**config.mk**
```make
export PLATFORM = sky130hd
export DESIGN_NAME = rd_fwft_stage
export DESIGN_NICKNAME = d
export VERILOG_FILES = /design/src/rtl/rd_fwft_stage.sv
export SDC_FILE = /design/constraint.sdc
export NUM_CORES = 1
export LEC_CHECK = 0
export CAP_MARGIN = 25
export CORE_ASPECT_RATIO = 0.9
export CORE_MARGIN = 5
export CORE_UTILIZATION = 44
export DETAILED_ROUTE_END_ITERATION = 10
export PLACE_DENSITY = 0.8
export SLEW_MARGIN = 5
export SYNTH_ARGS = -nofsm -noshare
export SYNTH_HDL_FRONTEND = slang
export SYNTH_SLANG_ARGS = --single-unit
```
**constraint.sdc**
```tcl
create_clock -name rclk -period 2.1 [get_ports rclk]
set_input_delay 0.315 -clock rclk [delete_from_list [all_inputs] [get_ports rclk]]
set_output_delay 0.315 -clock rclk [all_outputs]
set_load 0.05 [all_outputs]
```
**src/rtl/rd_fwft_stage.sv**
```systemverilog
// Read-side FWFT output stage: turns the pointer controller's incr/empty interface and the
// registered memory read into a valid/ready stream. Optional pop counter: RD_FWFT_POPCNT_EN.
module rd_fwft_stage #(
    parameter int unsigned DATA_W     = 8,
    parameter int unsigned SKID_DEPTH = 2
) (
    input  logic              rclk,
    input  logic              rrst_n,
    input  logic              rempty_i,
    input  logic [DATA_W-1:0] rdata_i,
    output logic              rincr_o,
    output logic [DATA_W-1:0] m_data_o,
    output logic              m_valid_o,
    input  logic              m_ready_i,
    output logic [1:0]        rd_level_o
`ifdef RD_FWFT_POPCNT_EN
    ,
    output logic [15:0]       rd_popcnt_o
`endif
);

    localparam logic [2:0] SkidMax = 3'(SKID_DEPTH);

    logic              init_q;
    logic              inflight_q;
    logic              head_q, head_d;
    logic              valid_q, valid_d;
    logic [1:0]        level_q, level_d;
    logic [DATA_W-1:0] mem_q [2];

    logic       pop;
    logic       push;
    logic       acc;
    logic       tail;
    logic [2:0] credit_sum;

    always_comb begin
        pop        = valid_q & m_ready_i;
        push       = inflight_q;
        // Slots already committed (held + in flight) after this cycle's pop.
        credit_sum = {1'b0, level_q} + {2'b00, inflight_q} - {2'b00, pop};
        rincr_o    = ~init_q & ~rempty_i & (credit_sum < SkidMax);
        acc        = rincr_o & ~rempty_i;
        tail       = head_q ^ level_q[0];

        level_d = level_q;
        head_d  = head_q;
        unique case ({push, pop})
            2'b10: level_d = level_q + 2'd1;
            2'b01: begin
                level_d = level_q - 2'd1;
                head_d  = ~head_q;
            end
            2'b11: head_d = ~head_q;
            default: ;
        endcase
        valid_d = (level_d != 2'd0);
    end

    always_ff @(posedge rclk or negedge rrst_n) begin
        if (!rrst_n) begin
            init_q     <= 1'b1;
            inflight_q <= 1'b0;
            head_q     <= 1'b0;
            valid_q    <= 1'b0;
            level_q    <= 2'd0;
            mem_q[0]   <= '0;
            mem_q[1]   <= '0;
        end else begin
            init_q     <= 1'b0;
            inflight_q <= acc;
            head_q     <= head_d;
            valid_q    <= valid_d;
            level_q    <= level_d;
            if (push) begin
                mem_q[tail] <= rdata_i;
            end
        end
    end

    assign m_data_o   = mem_q[head_q];
    assign m_valid_o  = valid_q;
    assign rd_level_o = level_q;

`ifdef RD_FWFT_POPCNT_EN
    logic [15:0] popcnt_q;

    always_ff @(posedge rclk or negedge rrst_n) begin
        if (!rrst_n) begin
            popcnt_q <= 16'd0;
        end else if (pop) begin
            popcnt_q <= popcnt_q + 16'd1;
        end
    end

    assign rd_popcnt_o = popcnt_q;
`endif

endmodule
```
Word-level counts from Yosys, hierarchy flattened
Cells that the tools add are included.

word-level totals
  memories kept = 0
  register bits after elaboration = 22
  bits of input ports = 12
  memory bits (read-only) = 0
  bits in latches = 0
  memory bits (writable) = 0
  output and inout bits = 12

cells by class
  div/mod/pow operators = 0
  eq/ne operators = 3
  multiplexer cells = 7
  multiply operators = 0
  magnitude comparators = 4
  bitwise operators = 10
  add/sub/neg operators = 4
  shift-type cells = 0
  reduce and logical (&&, ||, !) cells = 3

operators by type and width
  operator             number
  $mux 8               4
  $bwmux 16            1
  $demux 8 s1          1
  $and 1x1->1          4
  $eq 2x2->1 const B   2
  $ge 2x2->1 const B   2
  $not 1->2            2
  $pmux 2 s2           1
  $add 2x1->3          1
  $lt 3x2->1 const B   1
  $not 1->1            3
  $sub 3x1->3          1
  $add 2x1->2 const B  1
  $eq 2x1->1 const B   1
  $lt 2x1->1 const B   1
  $reduce_bool 2->1    1
  $reduce_or 2->1      1
  $sub 2x1->2 const B  1
  $logic_and 1x1->1    1
  $xor 1x1->1          1

Depth between registers and ports, before layout
  word-level depth = 7
  depth in mapped cells = 8
  mapped depth without buffers = 8

Worst setup path before layout
Ideal clock, no wire load.

  path kind = register to output
  start point = reg valid_q (netlist: m_valid_o)
  end point = out rincr_o
  arrival = 3.509 ns
  required time = 1.785 ns
  slack = -1.724 ns
  stages on the path, launching flop included = 9
  cell sequence = dfrtp_1 -> and2_1 -> ha_1 -> inv_1 -> ha_1 -> inv_1 -> fa_1 -> xor2_1 -> nor4b_1

between the ends
  cells in the longest elaborated chain, start to end = 4

ends and longest elaborated chain
  what                    line  source
  start, declared         27    logic valid_q, valid_d;
  start signal, assigned  73    valid_q <= valid_d;
  $and 1x1->1             38    pop = valid_q & m_ready_i;
  $sub 3x1->3             41    credit_sum = {1'b0, level_q} + {2'b00, inflight_q} - {2'b00, pop};
  $lt 3x2->1              42    rincr_o = ~init_q & ~rempty_i & (credit_sum < SkidMax);
  $and 1x1->1             42
  end, declared           11    output logic rincr_o,

No other way between the ends.

Worst setup path after layout
Same ends and word-level chain as after synthesis.

==> run metrics <==
CTS tree=yes; clock sinks=22; # rows=16; share of cells above drive strength 1=51.9%; commonest cells in the netlist=dfrtp_1 (21), mux2_2 (16), mux2_4 (8); hold slack=0.335 ns; arrival time of the worst setup path=2.31 ns; unrepaired setup endpoints after global routing=yes; first-pass GRT wire length=3.29 mm; # nets final=122; mean routed wirelength per cell=14.1 um; Worst Hold Class=in2async; synthesis-stage register bit count=22; final worst setup slack=-0.521 ns; outcome=complete, but fails checks; drt pass-1 iters=3; Detailed Place HPWL=1.43 mm; grt ovf=0; chip height=56.5 um; final hold vios=0; met1 usage=17.6%; Synth top area share=49.8%; Critical Path End Type=output pin; initial antenna violation count=0; Synth area leader=dfrtp_1; GR met2 Demand/Resource=18.5%; vias in the first global route=698; Final Setup Violations=1; sequential fraction of the synthesis area=52.3%; ys async rst share=100%; GR Util met3=3.67%; Synth Area per Inst=14.6 sq um; DR vias=633; most frequent cell after synthesis=dfrtp_1; Cell Area, Synth=1050 sq um; DR iter-0 viols=1; setup_tns=-0.521 ns; failing checks=negative setup slack; area grow syn2layout=34.4%; H-tree Lvls=1; CTS root buffer=clkbuf_4; Die ar.=3480 sq um; Fillers=171; Total Routing Usage GR=12.8%; post-route DRC violation count=0; CP Launch Type=register; critical path required time=1.78 ns; Distinct cells, synth=18; chip width=61.6 um; Synth area leaders=dfrtp_1 (50%), mux2_2 (17%), mux2_4 (11%), ha_1 (4.7%), dfstp_2 (2.5%); Final Max Slew Viols=0; post-route ant nets=0; Top Usage Layer GRT=met2; Post-Syn Instances=72; period utilization=125%; r2r setup slk=0.24 ns; Clock Path Buffers=2; worst skew pair latency=0.30 ns; CP Max Fanout=2; Place WS=-0.642 ns; max cap viols=0; pin count of the biggest net entering global routing=23; final critical-path required period=2.62 ns; syn_nets=89; antenna diode count=0; number of enable flip-flop cells after synthesis=0; core area=2240 sq um; TritonCTS Buffers=3; input/output buffers=23; Slew headroom=65.3%; number of hold buffers added after cts=0; Clock Pin Slew Worst Setup and Hold Paths=0.11 ns; YS warnings=0; Primary FF master, synth=dfrtp_1; Fmax=382 MHz; actual slew at the worst max-slew pin=0.521 ns; critical path class=reg2out; final WL=1.84 mm; placer congestion estimate=0.780; IO Pins=24; skew final=0.00466 ns; initial core utilization=47.0%; vias per cell=4.83
timing repair:
action                     in CTS  in global routing
setup buffers                   0                  0
setup endpoints to repair       1                  1
pin swaps                       3                  0
resized for setup               1                  0
area by class of cell:
| type | count | area [sq um] | area share, % |
|---|---|---|---|
| Clock buffer | 4 | 26.3 | 1.85 |
| Timing Repair Buffer | 30 | 272 | 19.2 |
| Tap cell | 27 | 33.8 | 2.38 |
| Sequential cell | 22 | 553 | 39.0 |
| Inverter | 5 | 18.8 | 1.32 |
| Multi-Input combinational cell | 43 | 514 | 36.3 |
final timing paths:
kind	from	endpoint	cells past startpoint
min in group rclk	mem_q[0]$_DFFE_PN0P_	mem_q[0]$_DFFE_PN0P_	1
min reg2reg	mem_q[0]$_DFFE_PN0P_	mem_q[0]$_DFFE_PN0P_	1
min	rrst_n	m_valid_o$_DFF_PN0_	2
max in group asynchronous	rrst_n	init_q$_DFF_PN1_	2
max	m_valid_o$_DFF_PN0_	rincr_o	9
max reg2reg	m_valid_o$_DFF_PN0_	inflight_q$_DFF_PN0_	8
critical path: stages, from the launching register on:
cell and delay [ns]:
dfrtp_2 0.42, and2_4 0.15, ha_4 0.21, inv_2 0.06, ha_4 0.11, inv_2 0.03, fa_2 0.35, xor2_2 0.18
nor4b_4 0.32, buf_12 0.18
per-stage QoR:
stage                     cell area, sq um  util (%)  instances
final                                 1420      63.2        131
after global routing                  1420      63.2        131
after CTS                             1420      63.2        131
after detailed placement              1390      62.1        127
after global placement                1390      62.1        127
after floorplan                       1110         -         72
layer usage:
metal / vias up / wire length (um)
met3: 4 / 74
met5: - / 0
met1: 313 / 814
met2: 12 / 914
met4: 0 / 38
li1: 304 / -
sequential cells by signal, summed over array words and instances (netlist names):
| signal | flops |
|---|---|
| mem_q | 16 |
| init_q | 1 |
| rd_level_o | 2 |
| head_q | 1 |
| m_valid_o | 1 |
| inflight_q | 1 |
cell families (layout without fill, tap and decap cells):
family                   Yosys count  in the layout  share of synthesized area (%)
multiplexers                      24             24                           28.5
flip-flops                        22             22                           52.3
AND/OR/NAND/NOR                    8              8                           4.51
buffers and inverters              7             39                           3.91
adder cells (fa/ha/maj)            5              5                           6.64
XOR/XNOR                           4              4                           3.32
other                              1              1                          0.356
AO/OA/AOI/OAI                      1              1                          0.474
placed cells by master (no fill, tap or decap), types with 3 or more instances in the layout:
master,n
clkdlybuf4s50_1,13
inv_1,3
dfrtp_1,20
mux2_2,16
clkbuf_4,3
mux2_4,8
buf_4,15
Power of run 1 is left out: the tool's default activity adds up to more than one toggle a clock period on the data nets, which glitch-free logic cannot reach.
